===== src/rtl/distance_zone_if.sv =====
// distance_zone_if: echo-measurement input and alert-output bundle for distance_zone_ctrl
//   master: drives width_i/valid_i/mode_i, observes zone/tone/led outputs
//   slave : the controller side
interface distance_zone_if #(
    parameter int W = 16,
    parameter int LIMIT_W = 20
);
    logic [W-1:0] width_i;
    logic valid_i;
    logic mode_i;
    logic [3:0] zone_o;
    logic [LIMIT_W-1:0] count_limit_o;
    logic tone_en_o;
    logic led_o;
    logic zone_change_o;
    modport master (
        output width_i, valid_i, mode_i,
        input zone_o, count_limit_o, tone_en_o, led_o, zone_change_o
    );
    modport slave (
        input width_i, valid_i, mode_i,
        output zone_o, count_limit_o, tone_en_o, led_o, zone_change_o
    );
endinterface


===== src/rtl/distance_zone_ctrl.sv =====
// distance_zone_ctrl: averages echo widths, commits a hysteretic distance zone and drives tone/LED
//   clk_i    : single clock
//   reset_ni : asynchronous active-low reset
//   bus      : width_i/valid_i/mode_i in; zone_o, count_limit_o, tone_en_o, led_o, zone_change_o out
module distance_zone_ctrl #(
    parameter int W = 16,
    parameter int ZONES = 3,
    parameter int CYC_PER_CM = 350,
    parameter int MIN_CM = 15,
    parameter logic [ZONES*8-1:0] EDGE_CM = {8'd100, 8'd50, 8'd30},
    parameter int HYST_CM = 2,
    parameter int AVG_LOG2 = 1,
    parameter int CONFIRM = 3,
    parameter int BASE_LIMIT = 18375,
    parameter int LIMIT_W = 20,
    parameter int TIMEOUT_CYC = 1200000,
    parameter int BEEP_ON = 1200000
) (
    input logic clk_i,
    input logic reset_ni,
    distance_zone_if.slave bus
);
    localparam int N = 1 << AVG_LOG2;
    localparam int SW = W + AVG_LOG2;
    localparam int PW = AVG_LOG2 > 0 ? AVG_LOG2 : 1;
    localparam int FW = $clog2(N + 1);
    localparam int KW = $clog2(CONFIRM + 1);
    localparam int TW = $clog2(TIMEOUT_CYC + 1);
    localparam int CW = $clog2(ZONES * BEEP_ON + 1);
    localparam int H = HYST_CM * CYC_PER_CM;
    if (ZONES < 1 || ZONES > 8) begin : g_zones_chk
        $error("ZONES must be in 1..8");
    end
    if ((64'(BASE_LIMIT) << (ZONES - 1)) >= (64'd1 << LIMIT_W)) begin : g_limit_chk
        $error("BASE_LIMIT << (ZONES-1) does not fit in LIMIT_W bits");
    end
    // Boundary j in cycles, shifted away from the committed zone z (encoded 1..ZONES, 0 = silent).
    function automatic int thr(input int j, input logic [3:0] z);
        int b;
        b = MIN_CM * CYC_PER_CM;
        if (j > 0) b = int'(8'(EDGE_CM >> (8 * (j - 1)))) * CYC_PER_CM;
        return z == 4'd0 ? b : (j >= int'(z) ? b + H : b - H);
    endfunction
    logic [W-1:0] ring_q [N];
    logic [PW-1:0] ptr_q;
    logic [FW-1:0] fill_q;
    logic [SW-1:0] sum_q;
    logic [W-1:0] avg_q;
    logic s1_q, avg_v_q, mode_q, beep_on_q, beep_on_n, led_q, tone_q, chg_q, full, expire, restart, tone_n;
    logic [3:0] zone_q, cand_q, raw, zone_n, cand_n;
    logic [KW-1:0] cnt_q, cnt_n;
    logic [TW-1:0] idle_q;
    logic [CW-1:0] beep_cnt_q, beep_cnt_n;
    logic [LIMIT_W-1:0] limit_q;
    assign full = fill_q == FW'(N);
    // valid_i in the expiry cycle keeps the sensor alive
    assign expire = !bus.valid_i && idle_q == TW'(TIMEOUT_CYC - 1);
    always_comb begin
        raw = 4'd0;
        if (int'(avg_q) >= thr(0, zone_q) && int'(avg_q) < thr(ZONES, zone_q)) begin
            raw = 4'd1;
            for (int j = 1; j < ZONES; j++) if (int'(avg_q) >= thr(j, zone_q)) raw = 4'(j + 1);
        end
    end
    always_comb begin
        zone_n = zone_q;
        cand_n = cand_q;
        cnt_n = cnt_q;
        if (expire) begin
            zone_n = 4'd0;
            cand_n = 4'd0;
            cnt_n = '0;
        end else if (avg_v_q) begin
            if (raw == zone_q) cnt_n = '0;
            else begin
                cand_n = raw;
                cnt_n = raw == cand_q ? cnt_q + 1'b1 : KW'(1);
                if (cnt_n >= KW'(CONFIRM)) begin
                    zone_n = raw;
                    cnt_n = '0;
                end
            end
        end
        restart = zone_n != zone_q || bus.mode_i != mode_q;
        beep_on_n = beep_on_q;
        beep_cnt_n = beep_cnt_q + 1'b1;
        if (restart) begin
            beep_on_n = 1'b1;
            beep_cnt_n = '0;
        end else if (beep_on_q && beep_cnt_q == CW'(BEEP_ON - 1)) begin
            beep_on_n = 1'b0;
            beep_cnt_n = '0;
        end else if (!beep_on_q && beep_cnt_q == CW'((int'(zone_q) - 1) * BEEP_ON - 1)) begin
            beep_on_n = 1'b1;
            beep_cnt_n = '0;
        end
        // zone 0 and continuous mode bypass the cadence
        tone_n = zone_n != 4'd0 && (!bus.mode_i || zone_n == 4'd1 || beep_on_n);
    end
    always_ff @(posedge clk_i or negedge reset_ni) begin
        if (!reset_ni) begin
            for (int i = 0; i < N; i++) ring_q[i] <= '0;
            ptr_q <= '0;
            fill_q <= '0;
            sum_q <= '0;
            avg_q <= '0;
            s1_q <= 1'b0;
            avg_v_q <= 1'b0;
            idle_q <= '0;
            zone_q <= 4'd0;
            cand_q <= 4'd0;
            cnt_q <= '0;
            mode_q <= 1'b0;
            beep_on_q <= 1'b0;
            beep_cnt_q <= '0;
            limit_q <= '0;
            led_q <= 1'b0;
            tone_q <= 1'b0;
            chg_q <= 1'b0;
        end else begin
            if (bus.valid_i) begin
                ring_q[ptr_q] <= bus.width_i;
                ptr_q <= N == 1 ? '0 : ptr_q + 1'b1;
                // while filling the old slots hold stale data, so nothing is subtracted
                sum_q <= sum_q + SW'(bus.width_i) - (full ? SW'(ring_q[ptr_q]) : '0);
                fill_q <= full ? fill_q : fill_q + 1'b1;
            end else if (expire) begin
                sum_q <= '0;
                fill_q <= '0;
            end
            s1_q <= bus.valid_i && fill_q >= FW'(N - 1);
            avg_q <= W'(sum_q >> AVG_LOG2);
            avg_v_q <= s1_q;
            idle_q <= bus.valid_i ? '0 : (idle_q == TW'(TIMEOUT_CYC) ? idle_q : idle_q + 1'b1);
            zone_q <= zone_n;
            cand_q <= cand_n;
            cnt_q <= cnt_n;
            mode_q <= bus.mode_i;
            beep_on_q <= beep_on_n;
            beep_cnt_q <= beep_cnt_n;
            limit_q <= zone_n == 4'd0 ? '0 : LIMIT_W'(BASE_LIMIT) << (zone_n - 4'd1);
            led_q <= zone_n != 4'd0;
            tone_q <= tone_n;
            chg_q <= zone_n != zone_q;
        end
    end
    assign bus.zone_o = zone_q;
    assign bus.count_limit_o = limit_q;
    assign bus.led_o = led_q;
    assign bus.tone_en_o = tone_q;
    assign bus.zone_change_o = chg_q;
endmodule


===== src/flat_wrapper.sv =====
// flat-port wrapper written by rule: the top's interface ports become plain ports
module distance_zone_ctrl_flat 
#(
    parameter int W = 16,
    parameter int ZONES = 3,
    parameter int CYC_PER_CM = 350,
    parameter int MIN_CM = 15,
    parameter logic [ZONES*8-1:0] EDGE_CM = {8'd100, 8'd50, 8'd30},
    parameter int HYST_CM = 2,
    parameter int AVG_LOG2 = 1,
    parameter int CONFIRM = 3,
    parameter int BASE_LIMIT = 18375,
    parameter int LIMIT_W = 20,
    parameter int TIMEOUT_CYC = 1200000,
    parameter int BEEP_ON = 1200000
)
  (clk_i, reset_ni, bus_width_i, bus_valid_i, bus_mode_i, bus_zone_o, bus_count_limit_o, bus_tone_en_o, bus_led_o, bus_zone_change_o);
  distance_zone_if #(.W(W), .LIMIT_W(LIMIT_W)) bus_i ();
  input logic clk_i;
  input logic reset_ni;
  input wire logic [$bits(bus_i.width_i)-1:0] bus_width_i;
  input wire logic [$bits(bus_i.valid_i)-1:0] bus_valid_i;
  input wire logic [$bits(bus_i.mode_i)-1:0] bus_mode_i;
  output wire logic [$bits(bus_i.zone_o)-1:0] bus_zone_o;
  output wire logic [$bits(bus_i.count_limit_o)-1:0] bus_count_limit_o;
  output wire logic [$bits(bus_i.tone_en_o)-1:0] bus_tone_en_o;
  output wire logic [$bits(bus_i.led_o)-1:0] bus_led_o;
  output wire logic [$bits(bus_i.zone_change_o)-1:0] bus_zone_change_o;
  assign bus_i.width_i = bus_width_i;
  assign bus_i.valid_i = bus_valid_i;
  assign bus_i.mode_i = bus_mode_i;
  assign bus_zone_o = bus_i.zone_o;
  assign bus_count_limit_o = bus_i.count_limit_o;
  assign bus_tone_en_o = bus_i.tone_en_o;
  assign bus_led_o = bus_i.led_o;
  assign bus_zone_change_o = bus_i.zone_change_o;
  distance_zone_ctrl #(.W(W), .ZONES(ZONES), .CYC_PER_CM(CYC_PER_CM), .MIN_CM(MIN_CM), .EDGE_CM(EDGE_CM), .HYST_CM(HYST_CM), .AVG_LOG2(AVG_LOG2), .CONFIRM(CONFIRM), .BASE_LIMIT(BASE_LIMIT), .LIMIT_W(LIMIT_W), .TIMEOUT_CYC(TIMEOUT_CYC), .BEEP_ON(BEEP_ON)) u_core (.clk_i(clk_i), .reset_ni(reset_ni), .bus(bus_i));
endmodule

===== config.mk =====
export PLATFORM = sky130hd
export DESIGN_NAME = distance_zone_ctrl_flat
export DESIGN_NICKNAME = d
export VERILOG_FILES = /design/src/rtl/distance_zone_if.sv /design/src/rtl/distance_zone_ctrl.sv /design/src/flat_wrapper.sv
export SDC_FILE = /design/constraint.sdc
export NUM_CORES = 1
export LEC_CHECK = 0
export BUFFER_PORTS_ARGS = -buffer_cell sky130_fd_sc_hd__buf_2
export CAP_MARGIN = 40
export CORE_MARGIN = 2
export CORE_UTILIZATION = 42
export CTS_BUF_LIST = sky130_fd_sc_hd__clkbuf_4 sky130_fd_sc_hd__clkbuf_8 sky130_fd_sc_hd__clkbuf_16
export DETAILED_ROUTE_END_ITERATION = 8
export PLACE_DENSITY = 0.68
export SYNTH_ARGS = -nofsm -noshare
export SYNTH_HDL_FRONTEND = slang
export SYNTH_SLANG_ARGS = --single-unit

===== constraint.sdc =====
create_clock -name clk_i -period 19.1 [get_ports clk_i]
set_clock_uncertainty 0.1 [all_clocks]
set_input_delay 0.955 -clock clk_i [delete_from_list [all_inputs] [get_ports clk_i]]
set_output_delay 0.955 -clock clk_i [all_outputs]
set_load 0.01 [all_outputs]

# Yosys cells after proc, flatten, opt, wreduce, memory -nomap -nowiden
# Index checks and enable logic that the tools add are counted.
totals:
  regBits: 148
  latch_bits: 0
  ram_bits: 0
  mem_bits_ro: 0
  input_bits: 20
  out_inout_bits: 27
  elab_cells: 127
  n_memories: 0
classes:
  addsub: 14
  multipliers: 1
  n_div: 0
  n_lt_le_gt_ge: 12
  eq_ne: 13
  shifts: 1
  muxes: 46
  bitwise: 1
  reduce_logical: 20
ops:
  columns: ["operator", "count"]
  rows:
  - ["$mux 32", 8]
  - ["$ge 17x32->1", 3]
  - ["$mux 16", 5]
  - ["$mux 22", 3]
  - ["$add 32x11->32 const B", 2]
  - ["$sub 32x11->32 const B", 2]
  - ["$eq 21x21->1 const B", 2]
  - ["$mux 21", 2]
  - ["$mux 17", 2]
  - ["$bwmux 32", 1]
  - ["$lt 17x32->1", 1]
  - ["$mul 32x15->15 const B", 1]
  - ["$mux 4", 7]
  - ["$add 22x1->22 const B", 1]
  - ["$eq 22x21->1 const B", 1]
  - ["$eq 22x22->1", 1]
  - ["$mux 2", 11]
  - ["$sub 22x2->22 const B", 1]
  - ["$add 21x1->21 const B", 1]
  - ["$mux 20", 1]
  - ["$shl 15x4->20 const A", 1]
  - ["$add 17x16->17", 1]
  - ["$sub 17x17->17", 1]
  - ["$demux 16 s1", 1]
  - ["other kinds (27)", 48]

# Logic depth before layout (Yosys ltp)
# Gate-level depths: netlist of the first run.
logic_depth:
  ltp_word: 25
  ltp_mapped: 25
  mapped_depth_nobuf: 23

# Worst setup path after synthesis of the first run
# OpenSTA, ideal clock, no wires.
synth_path:
  path_kind: "register -> register"
  from: "register u_core.zone_q[0] (netlist: u_core.bus.zone_o[0])"
  to: "register u_core.beep_cnt_q[7]"
  setup_ns: 0.142
  arrival_time_ns: 5.852
  required_ns: 18.858
  path_slack_ns: 13.005
  path_stages_with_launch: 24
  path_buffers: 3
  synth_period_minus_slack_ns: 6.095
  cell_sequence: "dfrtp_1 > buf_2 > inv_1 > ha_1 > clkbuf_1 > xor2_1 > ha_1 > ha_1 > inv_1 > fa_1 > inv_1 > ha_1 > fa_1 > nor4b_1 > nand2_1 > xor2_1 > nand3_1 > o21ai_0 > a21oi_1 > or4_1 > a2111o_1 > o31ai_1 > buf_2 > nor4_1"
synth_between:
  elab_chain_cells: 17
  elab_cells_between_ends: 39
  cone_classes: "add/sub: 2; mul: 1; order compare: 9; eq/ne: 4; mux: 19; reduce/logical: 4"
synth_lines:
  columns: ["item", "line", "source"]
  rows:
  - ["from (decl)", "distance_zone_ctrl.sv:50", "logic [3:0] zone_q, cand_q, raw, zone_n, cand_n;"]
  - ["from (signal assigned)", "distance_zone_ctrl.sv:135", "zone_q <= zone_n;"]
  - ["branches (longest 16 deep; another with $mul 32x15->15)", null, null]
  - ["$mux 22 *", "distance_zone_ctrl.sv:87", "if (restart) begin"]
  - ["via u_core.beep_cnt_n[7]", "distance_zone_ctrl.sv:53", "logic [CW-1:0] beep_cnt_q, beep_cnt_n;"]
  - ["to (signal assigned)", "distance_zone_ctrl.sv:140", "beep_cnt_q <= beep_cnt_n;"]
  - ["to (decl)", "distance_zone_ctrl.sv:53", null]
# Mark *: on every way through the listed nets, which the timed path passes.
# A chain may end at the register's enable or synchronous reset.

# Worst setup path in the final report of the first run
# Ends and elaborated chain as after synthesis.

==> summary.txt, run 1 <==
Cells and area
  – Synth-to-Final Area Change: 12.1%
  – Layout cells sized above 1: 10.4%
  – Final core occ: 47.7%
  – Finished Layout Cells: 1446
  – Commonest non-fill, non-tap cell in the layout: dfrtp_1
  – Final nets: 1241
  – Diodes inserted: 0
  – Commonest non-fill, non-tap cells in the layout: dfrtp_1 (146), inv_1 (113), nand2_1 (101)

Clock tree
  – CTS tree: done
  – Post-CTS sizing: 0
  – CTS Sinks: 146
  – TritonCTS Buffers: 17
  – # Post-CTS Setup Buffers: 0
  – Clk root buf: clkbuf_16
  – Clock transition at path regs: 0.07 ns
  – Post-CTS Hold Buffers: 0
  – H-Tree Level Count: 4
  – Clock buffer depth: 2
  – Clk_lat worst skew: 0.43 ns

Drt
  – Drt drc: 0
  – Final wirelength: approximately 20 mm
  – Routed vias: 7543
  – Routed WL per cell: about 14 microns
  – DRT iter0 DRCs: 441
  – DRT Pass-1 Iters: 7
  – DRT antenna net count: 0
  – Drt via density: 5.22

Placement
  – Inst Count DP: ~1400
  – GP Congestion: approximately 0.88
  – PortBufs: 46
  – Post-DP HPWL: 14.9 mm

Setup path
  – CP startpoint kind: register
  – Worst reg2reg path depth: 21
  – WP data arrival: 6.78 ns
  – Crit-path max FO: 24
  – Crit Path Class: reg -> reg
  – Critical path endpoint category: register
  – CP required: 19.28 ns

Timing
  – Hold slack: roughly 0.25 ns
  – Setup Viol. Count Final: 0
  – Hold Fails Final Rpt: 0
  – Worst-Margin Slew: 0.749 ns
  – RSZ-0062 raised after global routing: false
  – Setup tns final: 0 ns
  – Worst slew margin: 49.9%
  – Fmax: between 0.15 and 0.2 GHz
  – Final Max Slew Viols: 0
  – Post-route minimum period: 6.61 ns
  – Fin crit share: roughly 35%

Yosys
  – Synth async-reset ratio: 100%
  – Number of enable flip-flop cells after synthesis: 0
  – Synth top area cells: dfrtp_1 (37%), ha_1 (11%), inv_1 (4.3%)
  – Top_reg_cell synth: dfrtp_1
  – Synthesized area: between 0.009 and 0.01 sq mm
  – Count of cell types in the netlist: 74
  – Syn_area_per_cell: 9.27 sq um
  – Cell taking the most area after synthesis: dfrtp_1
  – Synth Net Count: around 1200
  – Share of the synthesized area in the top cell type: 36.6%
  – Synth Register Bits: approximately 150
  – Sequential element share of the synthesized area: 36.6%
  – Synth warnings: 0
  – Synth Instances: 1076

Run status
  – Outcome: completed

Min path
  – HP Class: reg -> reg
  – Hold Path Depth: 0

GRT
  – Pin count of the biggest net entering global routing: between 70 and 80
  – GRT Total Usage: 16.9%
  – Initial antenna violation count: 0
  – First-pass GRT wire length: 34.5 mm
  – Number of global-route vias before repair: 7252
  – GRT overflow: 0

Die
  – Number of top-level pins: 47
  – Starting Density: a little over two fifths
  – Die X: ~160 microns
  – Die area: 0.0250 sq mm
  – Total core area: 0.0234 sq mm
  – Height of the die: 158 microns
  – Row count: 56

Flow run
  – Max-cap violation count: 0
## layout make-up
cell class | instances | area [sq um]
fill | 2226 | 12200
tap | 319 | 399
clock buffer | 19 | 447
timing repair buffer | 55 | 377
sequential | 146 | 3650
clock inverter | 13 | 126
inverter | 114 | 428
multi-input combinational | 780 | 5740
## stage by stage
stage          cell area, sq um  worst slack, ns
6_report                  11200            12.49
5_1_grt                   11200            12.13
4_1_cts                   11200            12.55
3_5_place_dp              10600            12.57
3_3_place_gp              10500            12.78
2_1_floorplan              9970            13.01
## registers in the layout, indices dropped and copies added (netlist names), 2 cells and up
register and cells:
u_core.ring_q 32, u_core.beep_cnt_q 22, u_core.idle_q 21, u_core.bus.count_limit_o 20, u_core.sum_q 17, u_core.avg_q 16, u_core.bus.zone_o 4, u_core.cand_q 2
u_core.cnt_q 2, u_core.fill_q 2
## synthesized netlist by cell type (4+ instances only)
master	number
a31oi_1	8
a21o_1	9
nand4_1	9
xor2_1	39
and3_1	18
ha_1	86
o22ai_1	5
nor3b_1	6
nor2b_1	23
nor4_1	18
and2_1	11
nand3_1	30
nand2_1	101
xnor2_1	46
o21ai_0	66
o311a_1	4
a21oi_1	38
clkbuf_1	26
fa_1	21
and4_1	4
dfrtp_1	146
mux2i_1	22
nand2b_1	7
o21bai_1	5
or2_2	10
or4_1	5
o21a_1	4
a211oi_1	10
nor3_1	27
or3_1	12
inv_1	113
buf_2	5
nor2_1	61
a22o_1	6
o211ai_1	5
## path summary, 6_finish.rpt
check	start	endpoint	slack, ns
max in group asynchronous	reset_ni	u_core.sum_q[5]	17.34
setup / recovery	u_core.bus.zone_o[0]	u_core.beep_cnt_q[7]	12.49
hold reg to reg	u_core.s1_q	u_core.avg_v_q	0.25
hold / removal	u_core.s1_q	u_core.avg_v_q	0.25
min in group asynchronous	reset_ni	u_core.beep_cnt_q[17]	0.41
setup reg to reg	u_core.bus.zone_o[0]	u_core.beep_cnt_q[7]	12.49
## critical path, stage by stage (launching register included)
cell	delay [ns]
dfrtp_1	0.68
inv_1	0.29
ha_1	0.40
xor2_1	0.31
ha_1	0.31
ha_1	0.30
inv_1	0.06
fa_1	0.49
inv_1	0.04
ha_1	0.22
fa_1	0.50
nor4b_1	0.52
nand2_1	0.30
xor2_1	0.27
nand3_1	0.10
o21ai_0	0.09
a21oi_1	0.08
or4_1	0.49
a2111o_1	0.31
o31ai_2	0.17
buf_4	0.30
nor4_1	0.10
## kinds of logic (layout without fill, tap and decap cells)
kind of cell,Yosys count,in the layout,synth area share (%)
AO/OA/AOI/OAI,205,205,14.0
XOR/XNOR,85,85,7.47
adder cells (fa/ha/maj),107,107,15.0
buffers and inverters,150,201,5.86
flip-flops,146,146,36.6
multiplexers,25,25,2.55
AND/OR/NAND/NOR,358,358,18.4
## metal layers
layer | track usage, % | vias to the layer above | part of all wire, %
li1 | - | 3813 | -
met1 | 22.6 | 3601 | 49
met2 | 27.9 | 103 | 47
met3 | 3.18 | 26 | 2.5
met4 | 5.19 | 0 | 1.6
met5 | 0 | - | 0
Power of run 1 is left out: the tool's default activity adds up to more than one toggle a clock period on the data nets, which glitch-free logic cannot reach.
==> run 2, diff against run 1 <==
Clock period 19.1 ns to 6.7 ns, I/O delays scaled along.
==> run 2 against run 1 <==
Net effect:
- hold slack got worse by 0.15 ns
- die area unchanged
- routed wire length increased by 0.38%
- via count increased by 0.40%
- non-clock buffer count increased by 5
- flip-flop and latch count unchanged
- worst setup slack got worse by 12 ns
==> summary.txt, run 2 (synthesis gave the netlist of run 1 again) <==
Run status
  – Outcome: completed

Clock tree
  – Clock buffer depth: 2 (unchanged)
  – H-Tree Level Count: 4 (unchanged)
  – CTS tree: done
  – CTS Sinks: 146 (unchanged)
  – TritonCTS Buffers: 17 (unchanged)
  – Clk root buf: clkbuf_16
  – Clock transition at path regs: 0.07 ns (about the same)
  – Clk_lat worst skew: 0.43 ns (about the same)

Setup path
  – Critical path, cell by cell: inv_1 > ha_1 > nand2_1 > nand2_1 > xnor2_1 > ha_1 > ha_1 > inv_1 > fa_1 > inv_1 > ha_1 > fa_1 > nor4b_2 > nand2_1 > xor2_1 > nand3_1 > o21ai_0 > a21oi_1 > or4_1 > a2111o_1 > o31ai_2 > buf_4 > o41a_1
  – Crit Path Class: reg -> reg
  – Crit-path max FO: 24 (unchanged)
  – CP bufs+invs: 4 (unchanged)
  – Delay of the slowest critical-path stage: 0.51 ns (-0.17 ns)
  – WP data arrival: 6.43 ns (-0.35 ns)
  – CP most frequent cell: ha_1
  – Critical path endpoint category: register
  – CP delay by family, top: adder cells
  – CP required: 6.96 ns (-12.32 ns)
  – Slowest cell on crit path: fa_1
  – CP startpoint kind: register

Cells and area
  – Diodes inserted: 0 (unchanged)
  – Commonest non-fill, non-tap cells in the layout: dfrtp_1 (146), inv_1 (113), nand2_1 (101)
  – Number of flip-flops in the largest register: 32 (unchanged)
  – Synth-to-Final Area Change: 12.6%
  – Final nets: 1246 (+0.40%)
  – Commonest non-fill, non-tap cell in the layout: dfrtp_1
  – Largest regs: u_core.ring_q: 32 flops, u_core.beep_cnt_q: 22 flops, u_core.idle_q: 21 flops
  – Finished Layout Cells: 1451 (+0.35%)
  – Layout Cell Area excl Fill: 0.0112 sq mm (+0.45%)
  – Biggest register: u_core.ring_q
  – Layout cells sized above 1: 10.7% (+0.31 points)

GRT
  – GRT Total Usage: 17.2% (+0.32 points)
  – GRT overflow: 0 (unchanged)
  – Initial antenna violation count: 0 (unchanged)
  – Number of global-route vias before repair: 7473 (+3.0%)
  – First-pass GRT wire length: 35.2 mm (+2.0%)
  – Pin count of the biggest net entering global routing: 61 (-16%)

Timing
  – Setup Viol. Count Final: 0 (unchanged)
  – RSZ-0062 raised after global routing: false
  – Fin crit share: 92.1% (+57 points)
  – Post-route minimum period: 6.17 ns (-0.438 ns)
  – Fmax: 0.162 GHz (+7.1%)
  – Hold slack: 0.101 ns (-0.148 ns)
  – Hold Fails Final Rpt: 0 (unchanged)
  – Worst-Margin Slew: 0.870 ns (+0.121 ns)
  – Setup tns final: 0 ns (unchanged)
  – Final Max Slew Viols: 0 (unchanged)
  – Worst slew margin: 41.9% (-8.0 points)

Die
  – Number of top-level pins: 47 (unchanged)
  – Starting Density: 42.6% (unchanged)
  – Height of the die: 158 microns (unchanged)
  – Row count: 56 (unchanged)
  – Die X: 158 microns (unchanged)
  – Total core area: 0.0234 sq mm (unchanged)
  – Die area: 0.0250 sq mm (unchanged)

Placement
  – Post-DP HPWL: 14.9 mm (-0.31%)
  – DP Area: 0.0106 sq mm (-0.14%)
  – PortBufs: 46 (unchanged)
  – Inst Count DP: 1417 (+0.21%)
  – GP Congestion: 0.833 (-4.9%)

Drt
  – Routed WL per cell: 13.9 microns (about the same)
  – Routed vias: 7573 (+0.40%)
  – DRT iter0 DRCs: 557 (+26%)
  – Drt drc: 0 (unchanged)
  – DRT Pass-1 Iters: 4 (-3)
  – DRT antenna net count: 0 (unchanged)
  – Final wirelength: 20.2 mm (+0.38%)
  – Drt via density: 5.22 (about the same)

Flow run
  – Max-cap violation count: 0 (unchanged)

Min path
  – HP Class: in -> reg
==> run 2: per-layer routing <==
layer | vias to the layer above | global-route usage (%) | wire length [microns]
li1 | 3835 | - | -
met1 | 3611 | 23.2 | 9790
met2 | 101 | 28.4 | 9550
met3 | 26 | 3.15 | 524
met4 | 0 | 5.02 | 305
met5 | - | 0 | 0
==> run 2: final timing paths <==
kind | startpoint | end | slack [ns] | depth (start not counted)
min in group asynchronous | reset_ni | u_core.beep_cnt_q[13] | 0.35 | 2
min reg2reg | u_core.s1_q | u_core.avg_v_q | 0.24 | 0
max in group asynchronous | reset_ni | u_core.sum_q[4] | 4.96 | 4
min | bus_width_i[0] | u_core.ring_q[16] | 0.10 | 2
max reg2reg | u_core.bus.zone_o[2] | u_core.bus.tone_en_o | 0.53 | 23
max | u_core.bus.zone_o[2] | u_core.bus.tone_en_o | 0.53 | 23
==> run 2: area by class of cell <==
type	instances	area [sq um]
Timing Repair Buffer	60	382
Sequential cell	146	3650
Clock inverter	14	173
Tap cell	319	399
Inverter	114	428
Clock buffer	18	439
Multi-Input combinational cell	780	5750
Fill cell	2239	12200
==> run 2: repair_timing <==
item / in CTS / in global routing
gates resized for setup: 0 / 1
hold endpoints to repair: 60 / 0
buffers inserted: 0 / 0
setup endpoints to repair: 0 / 1
hold buffers: 2 / 0
==> run 2: metrics by stage <==
| stage | util (%) | setup WS, ns |
|---|---|---|
| CTS | 47.9 | 0.419 |
| detailed placement | 45.2 | 0.453 |
| floorplan | - | 0.605 |
| global placement | 45.0 | 0.722 |
| global route | 48.0 | 0.168 |
| finish | 48.0 | 0.532 |
Power of run 2 is left out for the same reason.
